<file path="config.mk">
export PLATFORM = sky130hd
export DESIGN_NAME = knn_topk_merge
export DESIGN_NICKNAME = d
export VERILOG_FILES = /design/src/rtl/knn_topk_merge.sv
export SDC_FILE = /design/constraint.sdc
export NUM_CORES = 1
export LEC_CHECK = 0
export CAP_MARGIN = 20
export CORE_AREA = 2 2 136 138
export CTS_CLUSTER_DIAMETER = 60
export DETAILED_ROUTE_END_ITERATION = 8
export DIE_AREA = 0 0 138 140
export SYNTH_ARGS = -nofsm -noshare
export SYNTH_HDL_FRONTEND = slang
export SYNTH_SLANG_ARGS = --single-unit
</file>
<file path="constraint.sdc">
create_clock -name ap_clk -period 2.65 [get_ports ap_clk]
set_input_delay 0.6625 -clock ap_clk [delete_from_list [all_inputs] [get_ports ap_clk]]
set_output_delay 0.6625 -clock ap_clk [all_outputs]
set_load 0.02 [all_outputs]
</file>
<file path="src/rtl/knn_topk_merge.sv">
// knn_topk_merge
//   Streaming top-K merge of two ascending candidate lists. Each batch takes
//   K distance words from each input stream and emits the K globally smallest
//   words, ascending, on the output stream. Extra input words are consumed
//   and discarded so that both producers always finish their batch.
//
// Ports
//   ap_clk / ap_rst_n        : clock, asynchronous active-low reset
//   ap_start                 : batch enable, sampled in IDLE
//   ap_done / ap_ready       : one-cycle pulse when a batch completes
//   ap_idle                  : high while waiting for ap_start
//   Input_1_V_V (+vld/ack)   : list A words
//   Input_2_V_V (+vld/ack)   : list B words
//   Output_1_V_V (+vld/ack)  : merged output words
//   A word transfers on a rising edge where its vld and ack are both high.
module knn_topk_merge #(
  parameter int K         = 10,
  parameter int DATA_BITS = 32,
  parameter int CNT_BITS  = 7
) (
  input  logic                 ap_clk,
  input  logic                 ap_rst_n,
  input  logic                 ap_start,
  output logic                 ap_done,
  output logic                 ap_idle,
  output logic                 ap_ready,
  input  logic [DATA_BITS-1:0] Input_1_V_V,
  input  logic                 Input_1_V_V_ap_vld,
  output logic                 Input_1_V_V_ap_ack,
  input  logic [DATA_BITS-1:0] Input_2_V_V,
  input  logic                 Input_2_V_V_ap_vld,
  output logic                 Input_2_V_V_ap_ack,
  output logic [DATA_BITS-1:0] Output_1_V_V,
  output logic                 Output_1_V_V_ap_vld,
  input  logic                 Output_1_V_V_ap_ack
);

  localparam logic [CNT_BITS-1:0] K_C    = CNT_BITS'(K);
  localparam logic [CNT_BITS-1:0] K_LAST = CNT_BITS'(K - 1);

  typedef enum logic [1:0] {IDLE, RUN, DRAIN, DONE} state_t;

  state_t               state;
  logic [DATA_BITS-1:0] h1, h2;
  logic                 hv1, hv2;
  logic [CNT_BITS-1:0]  c1, c2, oc;
  logic [DATA_BITS-1:0] out_data;
  logic                 out_vld;

  logic                 active;
  logic                 take1, take2;
  logic                 slot_free;
  logic                 ex1, ex2;
  logic                 pick1, pick2;
  logic                 load;
  logic                 last_load;
  logic [DATA_BITS-1:0] load_data;
  logic                 drain_done;

  assign Output_1_V_V        = out_data;
  assign Output_1_V_V_ap_vld = out_vld;

  // Input acks come only from registered state so they never depend on the
  // producer's same-cycle vld. A stream is acked only while its head is empty.
  assign active             = (state == RUN) || (state == DRAIN);
  assign Input_1_V_V_ap_ack = active && !hv1 && (c1 < K_C);
  assign Input_2_V_V_ap_ack = active && !hv2 && (c2 < K_C);

  assign take1 = Input_1_V_V_ap_vld && Input_1_V_V_ap_ack;
  assign take2 = Input_2_V_V_ap_vld && Input_2_V_V_ap_ack;

  // The output register can take a new word if it is empty or being drained
  // on this very edge.
  assign slot_free = !out_vld || Output_1_V_V_ap_ack;

  // A stream is exhausted once all K words were consumed and none is held.
  assign ex1 = (c1 == K_C) && !hv1;
  assign ex2 = (c2 == K_C) && !hv2;

  // Merge decision: smaller head wins, ties go to list A. A lone head may only
  // be emitted once the other stream can no longer deliver a smaller word.
  always_comb begin
    pick1 = 1'b0;
    pick2 = 1'b0;
    if ((state == RUN) && slot_free && (oc < K_C)) begin
      if (hv1 && hv2) begin
        if (h1 <= h2) pick1 = 1'b1;
        else          pick2 = 1'b1;
      end else if (hv1 && ex2) begin
        pick1 = 1'b1;
      end else if (hv2 && ex1) begin
        pick2 = 1'b1;
      end
    end
  end

  assign load       = pick1 || pick2;
  assign load_data  = pick1 ? h1 : h2;
  assign last_load  = load && (oc == K_LAST);
  assign drain_done = (c1 == K_C) && (c2 == K_C) && slot_free;

  // Control FSM together with heads, counters and the output register.
  // Entering DRAIN drops both heads; any later input word only bumps its
  // counter so the producers can complete the batch.
  always_ff @(posedge ap_clk or negedge ap_rst_n) begin
    if (!ap_rst_n) begin
      state    <= IDLE;
      h1       <= '0;
      h2       <= '0;
      hv1      <= 1'b0;
      hv2      <= 1'b0;
      c1       <= '0;
      c2       <= '0;
      oc       <= '0;
      out_data <= '0;
      out_vld  <= 1'b0;
      ap_done  <= 1'b0;
      ap_ready <= 1'b0;
      ap_idle  <= 1'b1;
    end else begin
      ap_done  <= 1'b0;
      ap_ready <= 1'b0;

      if (out_vld && Output_1_V_V_ap_ack) out_vld <= 1'b0;
      if (load) begin
        out_data <= load_data;
        out_vld  <= 1'b1;
      end

      case (state)
        IDLE: begin
          if (ap_start) begin
            c1      <= '0;
            c2      <= '0;
            oc      <= '0;
            hv1     <= 1'b0;
            hv2     <= 1'b0;
            ap_idle <= 1'b0;
            state   <= RUN;
          end
        end

        RUN: begin
          if (take1) begin
            h1  <= Input_1_V_V;
            hv1 <= 1'b1;
            c1  <= c1 + 1'b1;
          end
          if (take2) begin
            h2  <= Input_2_V_V;
            hv2 <= 1'b1;
            c2  <= c2 + 1'b1;
          end
          if (pick1) hv1 <= 1'b0;
          if (pick2) hv2 <= 1'b0;
          if (load)  oc  <= oc + 1'b1;
          if (last_load) begin
            hv1   <= 1'b0;
            hv2   <= 1'b0;
            state <= DRAIN;
          end
        end

        DRAIN: begin
          if (take1) c1 <= c1 + 1'b1;
          if (take2) c2 <= c2 + 1'b1;
          if (drain_done) begin
            ap_done  <= 1'b1;
            ap_ready <= 1'b1;
            state    <= DONE;
          end
        end

        DONE: begin
          ap_idle <= 1'b1;
          state   <= IDLE;
        end

        default: begin
          ap_idle <= 1'b1;
          state   <= IDLE;
        end
      endcase
    end
  end

endmodule

</file>
Word level (Yosys, flattened, before mapping). Index checks and enable logic that the tools add are counted.

Logic and storage cells: 106. Output and inout bits: 38. Register bits after elaboration: 124. Bits of input ports: 70.

Equality and inequality tests: 14. Reductions and logical operators: 38. Multiplexer cells: 35. Magnitude comparators: 4. $add $sub $neg: 3.

Operator list (count): case mux 7 bit (2 select lines) (3); less-or-equal comparator 32 bit (1); two-way mux 32 bit (1); two-way mux 7 bit (4); adder 7 x 1 -> 7 bit, second input constant (3); == test 7 x 4 -> 1 bit, second input constant (3); less-than comparator 7 x 4 -> 1 bit, second input constant (3); two-way mux 1 bit (20); AND reduction 3 bit (6); logical AND 1 bit (17); != test 2 bit, second input constant (4); != test 4 bit, second input constant (2); case mux 2 bit (4 select lines) (1); nonzero test 2 bit (4); two-way mux 2 bit (3); case mux 1 bit (2 select lines) (3); AND reduction 2 bit (3); == test 2 bit, second input constant (2); != test 2 x 1 -> 1 bit, second input constant (2); zero test 1 bit (3); logical OR 1 bit (3); == test 2 x 1 -> 1 bit, second input constant (1); zero test 2 bit (1); OR reduction 2 bit (1).

Depth between registers and ports, before layout.
Depth in word-level cells: 11. Depth in mapped cells: 10.

Worst setup path after synthesis. Ideal clock, no wire load.

Kind: reg-to-reg. Start point: register h1[14]. End point: register out_data[22] (netlist: Output_1_V_V[22]). Data required time: 2.524 ns. Buffers on the path: 1. Setup time: 0.126 ns. Data arrival time: 2.284 ns. Cell stages (with the launch flop): 10. Setup slack: 0.240 ns. Clock period less this slack: 2.410 ns. Cell sequence: dfrtp_1 > ha_1 > a21oi_1 > nand2_1 > a21o_1 > o41a_1 > nor3b_2 > nor2_1 > buf_2 > a221o_1.

Longest elaborated chain between the ends: 5. Elaborated cells between the ends (all ways): 9. Classes of those cells: 1 x order compare; 7 x mux; 1 x reduce/logical.

Ends and longest elaborated chain: from (decl) (RTL line 44) `logic [DATA_BITS-1:0] h1, h2;`; from (signal assigned) (RTL line 145) `h1 <= Input_1_V_V;`; less-or-equal comparator 32 bit * (RTL line 87) `if (h1 <= h2) pick1 = 1'b1;`; two-way mux 1 bit (RTL line 87); two-way mux 1 bit (RTL line 86) `if (hv1 && hv2) begin`; two-way mux 1 bit (RTL line 85) `if ((state == RUN) && slot_free && (oc < K_C)) begin`; two-way mux 32 bit or logical OR 1 bit (tied branches) (RTL line 98, 97); to (signal assigned) (RTL line 126) `out_data <= load_data;`; to (decl) (RTL line 47) `logic [DATA_BITS-1:0] out_data;`.

Mark *: on every way between the ends. The rest lies on a longest branch, timed or not. A chain may end at the register's enable or synchronous reset.

Worst setup path in the final report.
Start point: register h1[1]. End point: register out_data[21] (netlist: Output_1_V_V[21]).

The elaborated chain is that of the path after synthesis.

==> run summary <==
Synth Register Bits -> 124
Min Clock Period, post-route -> 2620 ps
Clock sink count -> 124
Full die area -> 0.0193 mm2
Die Width -> 138 um
Crit path from -> h1[1]$_DFFE_PN0P_
CP endpoint kind -> register
Most frequent cells in the layout -> 123 x dfrtp_1, 115 x nand2_1, 104 x clkdlybuf4s50_1
CP arrival -> 2920 ps
RePlAce Congestion -> 0.834
Nets -> 826
CTS Hold Bufs -> 0
Avg Inst Size Synth -> 10.4 um2
Pwr dens -> 1110 mW/mm2
CTS tree -> yes
Worst min-delay path class -> in -> async
Total wire length -> 16200 um
Critical-path cell list -> ha_4 > nor2b_4 > o211ai_1 > a21oi_1 > o41a_1 > nor3b_2 > buf_4 > nor2_4 > clkbuf_16 > a221o_1
Vias -> 4838
Hold WS -> 346 ps
Slew @ Worst Pin -> 676 ps
Core ar. -> 0.0178 mm2
CTS buffer count -> 17
Fin crit share -> 98.9%
GRT Util Overall -> 17.2%
DR pass1 iterations -> 4
Commonest non-fill, non-tap cell in the layout -> dfrtp_1
Post-synthesis cell count -> 589
Endpoints failing setup -> 0
Number of antenna diodes -> 0
Clk_lat worst skew -> 420 ps
Status -> finished, final reports clean
Iter 0 DRT Violations -> 307
Peak fanout along the critical path -> 10
Synth Cell Area -> 0.00613 mm2
Root buffer cell -> clkbuf_16
Main synth FF type -> dfrtp_1
Max_cap viols -> 0
Crit path launch type -> register
DR WL/cell -> 16.9 um
Pre-CTS setup slack -> 18.3 ps
Site row count -> 49
Slew HR -> 54.9%
Layout cells sized above 1 -> 13.3%
DP HPWL -> 11100 um
Worst-path clk slew -> 60 ps
Syn nets -> 701
Clock Tree Buf Depth -> 2
Die Y -> 140 um
Setup WS post-layout -> 28.4 ps
Final Max Slew Viols -> 0
Fmax -> 381 MHz
Vias in the first global route -> 5092
Overflow after GRT -> 0
# IOs -> 108
Required time of the critical path -> 2950 ps
Seq/Total Area, Yosys -> 50.6%
Final ANT Viol Nets -> 0
Largest net degree at the start of global routing -> 125
Leak pwr -> 3.88 nW
Yosys warnings -> 0
Initial Util -> 34.5%
DR DRC count -> 0
Count of cell types in the netlist -> 45
Crit-path slowest cell -> o41a_1
Final Hold Viols -> 0
IO buf count -> 107
Antenna violations before repair -> 0
RSZ-0062 raised after global routing -> true
Worst Skew -> 8.90 ps
Max stage delay on crit path -> 450 ps
Critical R2R Launch -> h1[1]$_DFFE_PN0P_
First-pass GRT wire length -> 26400 um
Async S/R FF share, synth -> 100%
Post-synth EDFFs -> 0
Vias/cell -> 5.06
Critical path type -> reg -> reg
Htree depth -> 4
Peak VDD IR -> 0.000488 V
Area grow syn2layout -> 33.9%
-- layout make-up --
type	instances	area, um2
flip-flops and latches	124	3100
well taps	229	287
repair buffers	129	1280
multi-input cells	398	2800
clock inverters	7	87.6
clock buffers	25	485
inverters	44	165
fillers	1668	9570
-- sequential cells by signal (all words and copies together) (netlist names) --
name / flops
Output_1_V_V: 32
Output_1_V_V_ap_vld: 1
ap_idle: 1
ap_ready: 1
c1: 7
c2: 7
h1: 32
h2: 32
hv1: 1
hv2: 1
oc: 7
state: 2
-- cells in the mapped netlist, drive strengths merged, types with 9 or more instances --
| cell type | number | area share, % |
|---|---|---|
| dfrtp | 123 | 50 |
| nand2 | 115 | 7.0 |
| inv | 43 | 2.6 |
| ha | 42 | 8.6 |
| and2 | 36 | 3.7 |
| mux2 | 34 | 6.2 |
| a221o | 32 | 5.2 |
| a21oi | 21 | 1.7 |
| nor2 | 21 | 1.3 |
| o21ai | 18 | 1.5 |
| clkbuf | 13 | 0.80 |
| buf | 10 | 1.1 |
| nand4 | 9 | 0.92 |
-- cell families after synthesis --
| logic type | Yosys count | share of synthesized area [%] |
|---|---|---|
| fa+ha+maj | 42 | 8.57 |
| compound gates | 103 | 12.6 |
| simple gates | 216 | 16.9 |
| xor+xnor | 2 | 0.286 |
| buf+inv | 67 | 4.59 |
| mux | 35 | 6.41 |
| flops | 124 | 50.6 |
-- worst max-delay path, delay by kind of cell (launching register included) --
| kind | cells | cell delay (ps) |
|---|---|---|
| adders and majority gates | 1 | 260 |
| AOI/OAI and AO/OA | 4 | 1010 |
| buffers and inverters | 2 | 350 |
| and+or+nand+nor | 3 | 460 |
| DFF | 1 | 420 |
-- layer usage --
metal	GRT usage (%)	vias up	routed length [um]
li1	-	2316	-
met1	22.8	2363	7470
met2	27.6	141	7580
met3	4.48	18	923
met4	5.69	0	219
met5	0	-	0
-- power by group --
part	switching, W	internal, W	leakage (nW)
clock	0.000826	0.00145	0.281
sequential	0.000623	0.00263	1.60
combinational	0.00181	0.00173	2.00
-- what timing repair did --
item                       4_1_cts  5_1_grt
setup endpoints to repair        2       35
gates cloned                     0        2
buffers inserted                 0        3
pin swaps                        0        9
gates resized for setup          3       14
-- metrics by stage --
| step | total power [W] | setup TNS (ps) | cells | utilization [%] | cell area (um2) |
|---|---|---|---|---|---|
| floorplan | 0.00540 | 0 | 589 | - | 6130 |
| global placement | 0.00666 | 0 | 919 | 42.4 | 7540 |
| detailed placement | 0.00677 | 0 | 919 | 42.4 | 7540 |
| CTS | 0.00907 | 0 | 951 | 45.6 | 8110 |
| global route | 0.00975 | -2740 | 956 | 46.2 | 8210 |
| finish | 0.00908 | 0 | 956 | 46.2 | 8210 |
-- path summary, 6_finish.rpt --
check	depth (start not counted)	end	slack (ps)
setup / recovery	10	Output_1_V_V[21]$_DFFE_PN0P_	30
hold / removal	2	c1[4]$_DFFE_PN0P_	350
setup reg to reg	10	Output_1_V_V[21]$_DFFE_PN0P_	30
hold reg to reg	1	oc[5]$_DFFE_PN0P_	490
max in group asynchronous	2	h1[12]$_DFFE_PN0P_	1790
min in group ap_clk	1	oc[5]$_DFFE_PN0P_	490
(Power assumes the default switching activity.)
